## src/rtl/mod3_tx_if.sv

```systemverilog
// Word-in / bit-out handshake bundle for the mod-3 framing serializer.
interface mod3_tx_if #(
  parameter int WIDTH = 8
);
  logic             din_valid;
  logic [WIDTH-1:0] din;
  logic             din_ready;
  logic             sout;
  logic             sout_valid;
  logic             sout_last;

  modport master (
    output din_valid, din,
    input  din_ready, sout, sout_valid, sout_last
  );

  modport slave (
    input  din_valid, din,
    output din_ready, sout, sout_valid, sout_last
  );
endinterface

```

## src/rtl/mod3_tx.sv

```systemverilog
// Serializes WIDTH-bit words MSB-first and appends two check bits so that
// every frame value is a multiple of 3; the residue is tracked bit by bit.
module mod3_tx #(
  parameter int WIDTH = 8
) (
  input  logic   clk,
  input  logic   rst,
  mod3_tx_if.slave bus
);
  localparam int CW = $clog2(WIDTH + 2);

  typedef enum logic [1:0] {
    IDLE = 2'd0,
    DATA = 2'd1,
    CHK  = 2'd2
  } state_t;

  state_t           state_reg, state_next;
  logic [WIDTH-1:0] shift_reg, shift_next;
  logic [1:0]       res_reg, res_next;
  logic [CW-1:0]    cnt_reg, cnt_next;
  logic             sout_reg, sout_next;
  logic             valid_reg, valid_next;
  logic             last_reg, last_next;
  logic [1:0]       res_step;
  logic [1:0]       chk_step;
  logic [1:0]       chk_hold;

  // (2r + b) mod 3; the 2'b11 residue code is never produced.
  function automatic logic [1:0] res_update(input logic [1:0] r, input logic b);
    logic [1:0] v;
    case ({r, b})
      3'b000:  v = 2'd0;
      3'b001:  v = 2'd1;
      3'b010:  v = 2'd2;
      3'b011:  v = 2'd0;
      3'b100:  v = 2'd1;
      3'b101:  v = 2'd2;
      default: v = 2'd0;
    endcase
    return v;
  endfunction

  function automatic logic [1:0] chk_code(input logic [1:0] r);
    logic [1:0] c;
    case (r)
      2'd1:    c = 2'b10;
      2'd2:    c = 2'b01;
      default: c = 2'b00;
    endcase
    return c;
  endfunction

  // The bit currently on sout is the MSB of the shift register as it leaves.
  assign res_step = res_update(res_reg, shift_reg[WIDTH-1]);
  assign chk_step = chk_code(res_step);
  assign chk_hold = chk_code(res_reg);

  assign bus.din_ready  = (state_reg == IDLE);
  assign bus.sout       = sout_reg;
  assign bus.sout_valid = valid_reg;
  assign bus.sout_last  = last_reg;

  always_comb begin
    state_next = state_reg;
    shift_next = shift_reg;
    res_next   = res_reg;
    cnt_next   = cnt_reg;
    sout_next  = 1'b0;
    valid_next = 1'b0;
    last_next  = 1'b0;
    case (state_reg)
      IDLE: begin
        if (bus.din_valid) begin
          state_next = DATA;
          shift_next = bus.din;
          res_next   = 2'd0;
          cnt_next   = '0;
          sout_next  = bus.din[WIDTH-1];
          valid_next = 1'b1;
        end
      end
      DATA: begin
        res_next   = res_step;
        shift_next = {shift_reg[WIDTH-2:0], 1'b0};
        cnt_next   = cnt_reg + 1'b1;
        valid_next = 1'b1;
        if (cnt_reg == CW'(WIDTH - 1)) begin
          state_next = CHK;
          sout_next  = chk_step[1];
        end else begin
          sout_next  = shift_reg[WIDTH-2];
        end
      end
      CHK: begin
        if (cnt_reg == CW'(WIDTH)) begin
          sout_next  = chk_hold[0];
          valid_next = 1'b1;
          last_next  = 1'b1;
          cnt_next   = cnt_reg + 1'b1;
        end else begin
          state_next = IDLE;
        end
      end
      default: begin
        state_next = IDLE;
        shift_next = '0;
        res_next   = 2'd0;
        cnt_next   = '0;
      end
    endcase
  end

  always_ff @(posedge clk or negedge rst) begin
    if (!rst) begin
      state_reg <= IDLE;
      shift_reg <= '0;
      res_reg   <= 2'd0;
      cnt_reg   <= '0;
      sout_reg  <= 1'b0;
      valid_reg <= 1'b0;
      last_reg  <= 1'b0;
    end else begin
      state_reg <= state_next;
      shift_reg <= shift_next;
      res_reg   <= res_next;
      cnt_reg   <= cnt_next;
      sout_reg  <= sout_next;
      valid_reg <= valid_next;
      last_reg  <= last_next;
    end
  end
endmodule
```

## src/flat_wrapper.sv

```systemverilog
// flat-port wrapper written by rule: the top's interface ports become plain ports
module mod3_tx_flat 
#(
  parameter int WIDTH = 8
)
  (clk, rst, bus_din_valid, bus_din, bus_din_ready, bus_sout, bus_sout_valid, bus_sout_last);
  mod3_tx_if #(.WIDTH(WIDTH)) bus_i ();
  input  logic clk;
  input  logic rst;
  input wire logic [$bits(bus_i.din_valid)-1:0] bus_din_valid;
  input wire logic [$bits(bus_i.din)-1:0] bus_din;
  output wire logic [$bits(bus_i.din_ready)-1:0] bus_din_ready;
  output wire logic [$bits(bus_i.sout)-1:0] bus_sout;
  output wire logic [$bits(bus_i.sout_valid)-1:0] bus_sout_valid;
  output wire logic [$bits(bus_i.sout_last)-1:0] bus_sout_last;
  assign bus_i.din_valid = bus_din_valid;
  assign bus_i.din = bus_din;
  assign bus_din_ready = bus_i.din_ready;
  assign bus_sout = bus_i.sout;
  assign bus_sout_valid = bus_i.sout_valid;
  assign bus_sout_last = bus_i.sout_last;
  mod3_tx #(.WIDTH(WIDTH)) u_core (.clk(clk), .rst(rst), .bus(bus_i));
endmodule
```

## config.mk

```make
export PLATFORM = sky130hd
export DESIGN_NAME = mod3_tx_flat
export DESIGN_NICKNAME = d
export VERILOG_FILES = /design/src/rtl/mod3_tx_if.sv /design/src/rtl/mod3_tx.sv /design/src/flat_wrapper.sv
export SDC_FILE = /design/constraint.sdc
export NUM_CORES = 1
export LEC_CHECK = 0
export CORE_ASPECT_RATIO = 1.4
export CORE_MARGIN = 2
export CORE_UTILIZATION = 27
export CTS_CLUSTER_SIZE = 25
export DETAILED_ROUTE_END_ITERATION = 16
export HOLD_SLACK_MARGIN = 0.15
export PLACE_DENSITY = 0.48
export RECOVER_POWER = 100
export SLEW_MARGIN = 10
export SYNTH_ARGS = -nofsm -noshare
export SYNTH_HDL_FRONTEND = slang
export SYNTH_SLANG_ARGS = --single-unit
```

## constraint.sdc

```tcl
create_clock -name clk -period 2.1 [get_ports clk]
set_clock_uncertainty 0.05 [all_clocks]
set_input_delay 0.42 -clock clk [delete_from_list [all_inputs] [get_ports clk]]
set_output_delay 0.42 -clock clk [all_outputs]
set_load 0.02 [all_outputs]
```

# Yosys cells after proc, flatten, opt, wreduce, memory -nomap -nowiden
# Cells that the tools add are included.
[classes] add_sub_neg=1 n_eq_ne=16 muxes=22 bitwise=1 reduce_logical=6
[ops] op="case mux 8 bit (3 select lines)" n=1
[ops] op="case mux 2 bit (3 select lines)" n=2
[ops] op="case mux 4 bit (3 select lines)" n=1
[ops] op="2-to-1 mux 2 bit" n=4
[ops] op="2-to-1 mux 4 bit" n=2
[ops] op="2-to-1 mux 8 bit" n=1
[ops] op="case mux 2 bit (2 select lines)" n=2
[ops] op="== test 2 x 1 -> 1 bit (second input constant)" n=3
[ops] op="== test 2 bit (second input constant)" n=3
[ops] op="== test 3 bit (second input constant)" n=2
[ops] op="2-to-1 mux 1 bit" n=6
[ops] op="case mux 1 bit (3 select lines)" n=2
[ops] op="adder 4 x 1 -> 4 bit (second input constant)" n=1
[ops] op="== test 4 x 3 -> 1 bit (second input constant)" n=1
[ops] op="== test 4 bit (second input constant)" n=1
[ops] op="!= test 2 x 1 -> 1 bit (second input constant)" n=2
[ops] op="!= test 2 bit (second input constant)" n=2
[ops] op="AND reduction 2 bit" n=2
[ops] op="OR reduction 2 bit" n=2
[ops] op="== test 3 x 1 -> 1 bit (second input constant)" n=1
[ops] op="== test 3 x 2 -> 1 bit (second input constant)" n=1
[ops] op="AND reduction 3 bit" n=1
[ops] op="logical NOT 2 bit" n=1
[ops] op="case mux 1 bit (2 select lines)" n=1
[ops] op="NOT 1 bit" n=1
[totals] ff_bits=19 input_bits=11 out_inout_bits=4 wordCells=53

# Longest topological paths before layout
# Gate-level depths: netlist of the first run.
[logic_depth] ltp_word=7 depth_mapped=8 ltp_nobuf=6

# Least setup slack after synthesis of the first run
# Ideal clock, no wire load.
[synth_timing] path_kind="reg-to-reg" start="register u_core.state_reg[0]" end="register u_core.shift_reg[1]" setup_time_ps=126 arrival_time_ps=1479 required_time_ps=1924 slack_ps=445 path_stages_with_launch=8 path_buffers=2 synth_period_minus_slack_ps=1655 path_cell_list="dfrtp_1 inv_1 ha_1 nand2b_4 nand2b_4 buf_6 buf_6 a221o_1"
[synth_via] elab_chain_cells=3 elab_cells_between_ends=7 cone_classes="3 x eq/ne; 1 x mux; 1 x bitwise; 2 x reduce/logical"
[synth_rtl] element="from (decl)" line_no="mod3_tx.sv:18" text="state_t state_reg, state_next;"
[synth_rtl] element="from (signal assigned)" line_no="mod3_tx.sv:124" text="state_reg <= state_next;"
[synth_rtl] element="logical NOT 2 bit *"
[synth_rtl] element="via bus_din_ready" line_no="flat_wrapper.sv:12" text="output wire logic [$bits(bus_i.din_ready)-1:0] bus_din_ready;"
[synth_rtl] element="!= test 2 bit (no source line)"
[synth_rtl] element="AND reduction 2 bit (no source line)"
[synth_rtl] element="to (signal assigned)" line_no="mod3_tx.sv:125" text="shift_reg <= shift_next;"
[synth_rtl] element="to (decl)" line_no="mod3_tx.sv:19" text="logic [WIDTH-1:0] shift_reg, shift_next;"
# Mark *: on every way through the listed nets, which the timed path passes. The rest lies on a longest branch.
# A chain may end at the register's enable or synchronous reset.

# Worst setup path in the final report of the first run
[layout_timing] start="register u_core.state_reg[1]" end="register u_core.shift_reg[3]"
[layout_via] elab_chain_cells=3 elab_cells_between_ends=7 cone_classes="3 x eq/ne; 1 x mux; 1 x bitwise; 2 x reduce/logical"
[layout_rtl] element="logical NOT 2 bit or == test 2 bit (tied branches)" line_no="mod3_tx.sv:72" text="case (state_reg)"
[layout_rtl] element="!= test 2 bit (no source line) or NOT 1 bit (tied branches)"
[layout_rtl] element="AND reduction 2 bit (no source line)"
# Several ways; a longest one is shown, not always the timed one.

==> results.json, run 1 <==
{
  "leakage_nw": 0.551,
  "p_per_area_mw_per_mm2": 1240,
  "wl_mm": 2.27,
  "syn_inst": 101,
  "end_kind": "register",
  "coreArea_mm2": 0.00361,
  "ys_seq_area_frac": 0.469,
  "layout-drive-gt1-share": 0.0588,
  "rsz0062_at_grt": "false",
  "outcome": "complete, no violations",
  "wire_per_inst_um": 14.1,
  "synthesis.area_mm2": 0.00101,
  "fin_crit_sh": 0.827,
  "largest_reg_flops": 8,
  "worst_ep_arrival_time_ns": 1.82,
  "die-width_um": 55.8,
  "switching_share": 0.394,
  "synth_area_leader_cell": "dfrtp_1",
  "grt_pass1_vias": 866,
  "finalSetupViolCount": 0,
  "track_usage": 0.116,
  "io_buffers": 14,
  "max_stage_delay_ns": 0.42,
  "cap_viol_max_count": 0,
  "nets": 137,
  "cts_max_level": 1,
  "cts_buffers": 3,
  "dieArea_mm2": 0.00427,
  "ant_nets": 0,
  "slowest_stage": "dfrtp_1",
  "grt_start_max_net_pins": 20,
  "drc": 0,
  "grt_pass1_wl_mm": 4.04,
  "critPathTopFamily": "buffers and inverters",
  "cts_root_buffer": "clkbuf_8",
  "ys_seq_elements": 19,
  "hold_viol": 0,
  "synth.avg_cell_area_um2": 10.0,
  "cts_tree": "built",
  "worstPathMaxFanout": 19,
  "worstSetupPathType": "register to register",
  "max-vdd-ir-drop_mv": 0.532,
  "pwr-share-comb": 0.458,
  "antenna_cells": 0,
  "num_rows": 26,
  "initial_core_util": 0.281,
  "grt.overflow.total": 0,
  "viasPerCell": 4.98,
  "place.gp.congestion": 0.818,
  "synthArstFlopShare": 1.00,
  "path_cells": "inv_1, ha_1, buf_4, nand2b_1, nand2b_2, buf_4, nor2_1, a221o_1",
  "clk_latency_ns": 0.25,
  "synth_edf_count": 0,
  "cp.required_ns": 2.18,
  "synth_top_area_share": 0.469,
  "cts_sinks": 19,
  "setup_tns_ns": 0,
  "vias": 802,
  "antenna_found_initial": 0,
  "seq_power_share": 0.380,
  "areaGrowthSynthToFinish_pct": 20.7,
  "crit_top_cell": "buf_4",
  "dp.cells": 157,
  "max_freq_mhz": 576,
  "first_iter_violations": 20,
  "fin_crit_ns": 1.74,
  "maxSlewViolCount": 0,
  "ys.flop_type": "dfrtp_1",
  "final_cells": 161,
  "power.internal_w": 0.000921,
  "max-slew-margin-rel": 0.307,
  "dp_hpwl_mm": 1.62,
  "drt_first_pass_iters": 4,
  "synthTopCellsByArea": "dfrtp_1 (47%), ha_1 (7.4%), a221o_1 (6.9%)",
  "io_pins": 15,
  "critPathBufInv": 3,
  "yosysWarnings": 0,
  "worst_pin_slew_ns": 1.04,
  "cts_buffer_depth": 2,
  "die_h_um": 76.5,
  "clkTransAtPathRegs_ns": 0.07,
  "syn_nets": 118,
  "cp-start-kind": "register",
  "switchingPower_w": 0.000600,
  "synth_cell_types": 29,
  "p_clk_frac": 0.162,
  "post-cts-setup-buffer-count": 0,
  "hold_path_class": "register to register"
}
worst reg2reg max path: cells and delay by family, from the launching register on:
kind	cells	cell delay [ns]
buf+inv	3	0.45
flops	1	0.42
simple gates	3	0.27
compound gates	1	0.27
fa+ha+maj	1	0.16
cell families after synthesis:
family,count (synthesis),share of synthesized area
compound gates,25,0.185
mux,1,0.0111
xor+xnor,1,0.00863
simple gates,41,0.208
flops,19,0.469
buf+inv,8,0.0444
fa+ha+maj,6,0.0740
cell usage after synthesis (3+ instances only):
cell type	instances
dfrtp_1	19
nand2_1	17
nor2_1	10
a221o_1	7
ha_1	6
inv_1	5
a21oi_1	4
a22o_1	3
nand3_1	3
o21ai_0	3
cell type report:
cell class              count  area, um^2
fillers                   379        2390
multi-input cells          74         479
flip-flops and latches     19         475
repair buffers             17         153
well taps                  42        52.6
clock buffers               3        41.3
inverters                   5        18.8
clock inverters             1        5.00
per-stage QoR:
step	total power (W)	instance area, um^2	util	setup slack (ns)	hold slack [ns]
finish	0.00152	1220	0.339	0.363	0.470
global route	0.00166	1220	0.339	0.201	0.487
CTS	0.00159	1250	0.346	0.0726	0.449
detailed placement	0.00132	1200	0.333	0.213	0.447
global placement	0.00131	1200	0.333	0.247	0.435
floorplan	0.00111	1010	-	0.445	0.0744
power groups by stage:
stage / sequential [W] / combinational, W / clock [W]
after floorplan: 0.000588 / 0.000522 / 0
after global placement: 0.000583 / 0.000728 / 0
after detailed placement: 0.000585 / 0.000739 / 0
after CTS: 0.000579 / 0.000748 / 0.000260
after global routing: 0.000597 / 0.000778 / 0.000288
final: 0.000578 / 0.000697 / 0.000246
cell usage in the layout, fill, tap and decap left out, drive strengths merged, types with 4 or more instances in the layout:
master | synthesis | routed
a21oi | 4 | 4
nand2 | 17 | 17
clkbuf | 1 | 5
dfrtp | 19 | 19
o21ai | 5 | 5
ha | 6 | 6
inv | 5 | 5
dlygate4sd3 | 0 | 4
clkdlybuf4s50 | 0 | 9
a221o | 7 | 7
nor2 | 11 | 11
repair_timing:
| item | CTS | global route |
|---|---|---|
| gates resized for setup | 0 | 1 |
| endpoints found under the setup margin | 0 | 1 |
| hold buffers | 0 | 0 |
final timing paths:
| path | from | end | slack (ns) | depth (start not counted) |
|---|---|---|---|---|
| min | u_core.shift_reg[0]$_DFFE_PN0P_ | u_core.shift_reg[0]$_DFFE_PN0P_ | 0.47 | 1 |
| max | u_core.state_reg[1]$_DFFE_PN0P_ | u_core.shift_reg[3]$_DFFE_PN0P_ | 0.36 | 8 |
| min in group asynchronous | rst | u_core.shift_reg[2]$_DFFE_PN0P_ | 0.82 | 2 |
| max in group asynchronous | rst | u_core.state_reg[0]$_DFFE_PN0P_ | 0.56 | 2 |
| min reg2reg | u_core.shift_reg[0]$_DFFE_PN0P_ | u_core.shift_reg[0]$_DFFE_PN0P_ | 0.47 | 1 |
| max reg2reg | u_core.state_reg[1]$_DFFE_PN0P_ | u_core.shift_reg[3]$_DFFE_PN0P_ | 0.36 | 8 |
per-layer routing:
metal / up-vias / share of wire / GRT usage
met2: 18 / 0.49 / 0.190
li1: 394 / - / -
met1: 388 / 0.46 / 0.153
met5: - / 0 / 0
met4: 0 / 0.0057 / 0.0286
met3: 2 / 0.047 / 0.0289
(Power assumes the default switching activity.)
==> run 2, diff against run 1 <==
Settings changed: PLACE_DENSITY 0.48 to 0.49.
Clock period 2.1 ns to 1.55 ns, I/O delays scaled along.
==> run 2 against run 1 <==
Compared with the run above: the run now ends with negative setup slack left; highest routed layer unchanged; critical path type unchanged; global-route usage shrank 0.36 points; combinational power increased by 100%; largest power group unchanged; setup slack got worse by 0.36 ns; critical path depth fell by 3; largest cell class unchanged.
==> results.json, run 2 (synthesis results as in run 1) <==
{
  "grt.overflow.total": 0,
  "fin_crit_sh": 1.00,
  "grt_pass1_wl_mm": 3.92,
  "hold_depth": 1,
  "multi_input_area_um2": 564,
  "vias": 850,
  "rsz0062_at_grt": "true",
  "viasPerCell": 4.86,
  "fin_ws_ns": -0.000295,
  "reg2regPathDepth": 5,
  "wire_per_inst_um": 13.7,
  "maxSlewViolCount": 0,
  "areaGrowthSynthToFinish_pct": 43.3,
  "cp.depth": 5,
  "max-vdd-ir-drop_mv": 0.707,
  "drc": 0,
  "fin_hold_ws_ns": 0.465,
  "seqCellArea_um2": 475,
  "io_pins": 15,
  "cp-start-kind": "register",
  "dpl_cell_area_mm2": 0.00131,
  "first_iter_violations": 24,
  "violations": "negative setup slack",
  "max_freq_mhz": 645,
  "hold_viol": 0,
  "cp.required_ns": 1.69,
  "fin_crit_ns": 1.55,
  "cts_sinks": 19,
  "cts_max_level": 1,
  "cts_buffers": 3,
  "place.gp.congestion": 0.764,
  "worstPathMaxFanout": 5,
  "layout-drive-gt1-share": 0.263,
  "hp-start": "u_core.shift_reg[2]$_DFFE_PN0P_",
  "clkTransAtPathRegs_ns": 0.07,
  "cts_tree": "built",
  "fill_cells": 342,
  "worst_ep_arrival_time_ns": 1.69,
  "antenna_cells": 0,
  "grt_start_max_net_pins": 20,
  "design_area_mm2": 0.00145,
  "cts_buffer_depth": 2,
  "die_h_um": 76.5,
  "io_buffers": 14,
  "cts_root_buffer": "clkbuf_8",
  "end_kind": "register",
  "utilization": 0.403,
  "clk_latency_ns": 0.25,
  "finalSetupViolCount": 1,
  "outcome": "finished, violations left",
  "dp_hpwl_mm": 1.66,
  "hold_path_class": "register to register",
  "worstSetupPathType": "register to register",
  "antenna_found_initial": 0,
  "worst_pin_slew_ns": 0.492,
  "max-slew-margin-rel": 0.672,
  "cap_viol_max_count": 0,
  "drt_first_pass_iters": 4,
  "die-width_um": 55.8,
  "critPathBufInv": 1,
  "num_rows": 26,
  "max_stage_delay_ns": 0.47,
  "dp.cells": 169,
  "coreArea_mm2": 0.00361,
  "final_cell_mix": "dfrtp_1 (19), nand2_1 (17), buf_4 (12)",
  "rr_startpoint": "u_core.state_reg[1]$_DFFE_PN0P_",
  "final_cells": 175,
  "setup_tns_ns": -0.000295,
  "track_usage": 0.113,
  "wl_mm": 2.39,
  "critPathTopFamily": "simple AND/OR/NAND/NOR gates",
  "dieArea_mm2": 0.00427,
  "largest_reg_flops": 8,
  "final_common_cell": "dfrtp_1",
  "path_cells": "buf_6, ha_4, nand2b_4, or4b_1, nand3_1",
  "ant_nets": 0,
  "leakage_nw": 0.641,
  "postCtsHoldBufs": 0,
  "crit_start": "u_core.state_reg[1]$_DFFE_PN0P_",
  "p_per_area_mw_per_mm2": 1740,
  "slowest_stage": "or4b_1",
  "nets": 151,
  "initial_core_util": 0.281,
  "grt_pass1_vias": 887
}
## run 2: stage by stage
stage / total power (W) / worst slack [ns]
floorplan: 0.00152 / 0.00409
global placement: 0.00194 / -0.132
detailed placement: 0.00196 / -0.161
CTS: 0.00239 / -0.000586
global route: 0.00273 / -0.0530
finish: 0.00253 / -0.000295
## run 2: power by group
group / switching (W) / leakage (nW) / internal [W] / total (W)
Combinational: 0.000677 / 0.369 / 0.000732 / 0.00141
Clock: 0.000165 / 0.0228 / 0.000183 / 0.000348
Sequential: 0.000113 / 0.249 / 0.000662 / 0.000775
Total: 0.000955 / 0.641 / 0.00158 / 0.00253
## run 2: final timing paths
path                                              endpoint  slack [ns]
setup reg to reg             u_core.cnt_reg[3]$_DFFE_PN0P_     -0.0003
hold reg to reg            u_core.shift_reg[2]$_DFFE_PN0P_        0.47
min in group asynchronous  u_core.shift_reg[7]$_DFFE_PN0P_        0.49
setup / recovery             u_core.cnt_reg[3]$_DFFE_PN0P_     -0.0003
hold / removal             u_core.shift_reg[2]$_DFFE_PN0P_        0.47
max in group asynchronous    u_core.cnt_reg[0]$_DFFE_PN0P_        0.63
## run 2: routing by layer
metal | wire [um] | track usage | part of all wire
met1 | 1140 | 0.140 | 0.48
met2 | 1150 | 0.193 | 0.48
met3 | 93 | 0.0289 | 0.039
met4 | 9 | 0.0286 | 0.0038
met5 | 0 | 0 | 0
## run 2: cell type report
cell class / count / share of cell area
sequential: 19 / 0.327
tap: 42 / 0.0361
timing repair buffer: 31 / 0.205
multi-input combinational: 74 / 0.388
inverter: 5 / 0.0129
clock buffer: 4 / 0.0310
## run 2: timing repair
action / 4_1_cts / 5_1_grt
pin swaps: 2 / 4
setup buffers: 1 / 0
setup endpoints to repair: 12 / 16
gates resized for setup: 10 / 16
cloned: 0 / 2
==> run 3, diff against run 2 <==
Settings changed: CORE_UTILIZATION 27 to 43, GPL_TIMING_DRIVEN set to 0, PLACE_DENSITY 0.49 to 0.7.
==> run 3 against run 2 <==
Compared with the run above: critical path type is now register to output port; via count is 0.35% higher; clock-buffer cell count is 1 lower; sequential power is 0.6% higher; the run now ends clean; sequential share of layout area is 4.3 points higher; worst hold slack better by 0.0069 ns; largest power group unchanged; setup slack better by 0.026 ns; cell count is 17% lower; flip-flop and latch count stayed put; utilization is 18 points higher; maximum frequency is 1.7% higher; wire length is 5.5% lower; clock power is 26% lower.
==> results.json, run 3 (synthesis results as in run 1) <==
{
  "finalSetupViolCount": 0,
  "worstSetupPathType": "register to output port",
  "worst_ep_arrival_time_ns": 1.16,
  "dp.cells": 137,
  "worst_pin_slew_ns": 0.841,
  "coreArea_mm2": 0.00220,
  "num_rows": 20,
  "grt_pass1_wl_mm": 3.48,
  "drc": 0,
  "initial_core_util": 0.461,
  "max-slew-margin-rel": 0.437,
  "fill_cells": 200,
  "antenna_found_initial": 0,
  "cts_max_level": 1,
  "max_stage_delay_ns": 0.45,
  "hold_path_class": "register to register",
  "ant_nets": 0,
  "leakage_nw": 0.589,
  "grt_start_max_net_pins": 20,
  "cp-start-kind": "register",
  "cts_buffer_depth": 2,
  "place.gp.congestion": 0.770,
  "antenna_cells": 0,
  "layout-drive-gt1-share": 0.179,
  "seqCellArea_um2": 475,
  "die-width_um": 45.1,
  "nets": 141,
  "hold_viol": 0,
  "end_kind": "output port",
  "vias": 853,
  "track_usage": 0.172,
  "max-vdd-ir-drop_mv": 0.957,
  "wl_mm": 2.26,
  "multi_input_area_um2": 532,
  "grt.overflow.total": 0,
  "cts_root_buffer": "clkbuf_4",
  "clkTransAtPathRegs_ns": 0.11,
  "dieArea_mm2": 0.00277,
  "final_common_cell": "dfrtp_1",
  "cts_sinks": 19,
  "hp-start": "u_core.shift_reg[2]$_DFFE_PN0P_",
  "rr_startpoint": "u_core.state_reg[1]$_DFFE_PN0P_",
  "final_cells": 145,
  "p_per_area_mw_per_mm2": 1730,
  "maxSlewViolCount": 0,
  "cts_tree": "built",
  "fin_crit_sh": 0.983,
  "dp_hpwl_mm": 1.58,
  "io_pins": 15,
  "grt_pass1_vias": 892,
  "cap_viol_max_count": 0,
  "largest_reg_flops": 8,
  "postCtsHoldBufs": 0,
  "crit_start": "u_core.state_reg[1]$_DFFE_PN0P_",
  "fin_hold_ws_ns": 0.472,
  "viasPerCell": 5.88,
  "fin_crit_ns": 1.52,
  "drt_first_pass_iters": 4,
  "slowest_stage": "dfrtp_1",
  "outcome": "complete, no violations",
  "wire_per_inst_um": 15.6,
  "rsz0062_at_grt": "true",
  "worstPathMaxFanout": 6,
  "cp.required_ns": 1.19,
  "final_cell_mix": "dfrtp_1 (19), nand2_1 (17), nor2_1 (10)",
  "die_h_um": 61.5,
  "clk_latency_ns": 0.30,
  "first_iter_violations": 12,
  "cts_buffers": 3,
  "io_buffers": 14,
  "path_cells": "inv_2, ha_4, buf_6",
  "areaGrowthSynthToFinish_pct": 26.5,
  "max_freq_mhz": 656
}
run 3: path summary, 6_finish.rpt:
| path | end | slack [ns] | depth (start not counted) |
|---|---|---|---|
| setup / recovery | bus_din_ready | 0.03 | 3 |
| hold / removal | u_core.shift_reg[2]$_DFFE_PN0P_ | 0.47 | 1 |
| setup reg to reg | u_core.shift_reg[1]$_DFFE_PN0P_ | 0.05 | 7 |
| hold reg to reg | u_core.shift_reg[2]$_DFFE_PN0P_ | 0.47 | 1 |
| max in group asynchronous | u_core.state_reg[0]$_DFFE_PN0P_ | 0.44 | 1 |
| min in group asynchronous | u_core.shift_reg[4]$_DFFE_PN0P_ | 0.49 | 1 |
run 3: cell type report:
class	instances	share of cell area
clock inverters	1	0.00390
multi-input cells	74	0.414
flip-flops and latches	19	0.370
inverters	5	0.0146
clock buffers	3	0.0175
plain buffers	2	0.0214
well taps	22	0.0214
repair buffers	19	0.136
run 3: metal layers:
| metal | global-route usage | vias up | share of wire |
|---|---|---|---|
| li1 | - | 404 | - |
| met1 | 0.174 | 427 | 0.40 |
| met2 | 0.318 | 15 | 0.54 |
| met3 | 0.0323 | 7 | 0.030 |
| met4 | 0.105 | 0 | 0.026 |
| met5 | 0 | - | 0 |
run 3: critical path, delay by kind of cell, from the launching register on:
| kind | cells | cell delay, ns |
|---|---|---|
| flip-flops | 1 | 0.45 |
| buffers and inverters | 2 | 0.23 |
| adder cells (fa/ha/maj) | 1 | 0.18 |
run 3: timing repair:
| action | CTS | global route |
|---|---|---|
| setup buffers | 4 | 1 |
| resized for setup | 14 | 8 |
| setup endpoints to repair | 16 | 12 |
| pin swaps | 0 | 2 |
run 3: report_power, final:
part           total, W  leakage (nW)  switching, W  internal [W]
logic           0.00119         0.323      0.000606      0.000584
clock network  0.000257        0.0177      0.000160     0.0000964
registers      0.000780         0.249      0.000119      0.000661
run 3: metrics by stage:
| step | worst slack (ns) | area (um^2) | total power, W | TNS [ns] | utilization |
|---|---|---|---|---|---|
| 6_report | 0.0260 | 1280 | 0.00223 | 0 | 0.583 |
| 5_1_grt | -0.0265 | 1280 | 0.00238 | -0.0525 | 0.583 |
| 4_1_cts | -0.00627 | 1250 | 0.00215 | -0.00627 | 0.567 |
| 3_5_place_dp | -0.277 | 1180 | 0.00183 | -3.06 | 0.538 |
| 3_3_place_gp | -0.285 | 1180 | 0.00179 | -3.16 | 0.538 |
| 2_1_floorplan | 0.00409 | 1020 | 0.00152 | 0 | - |
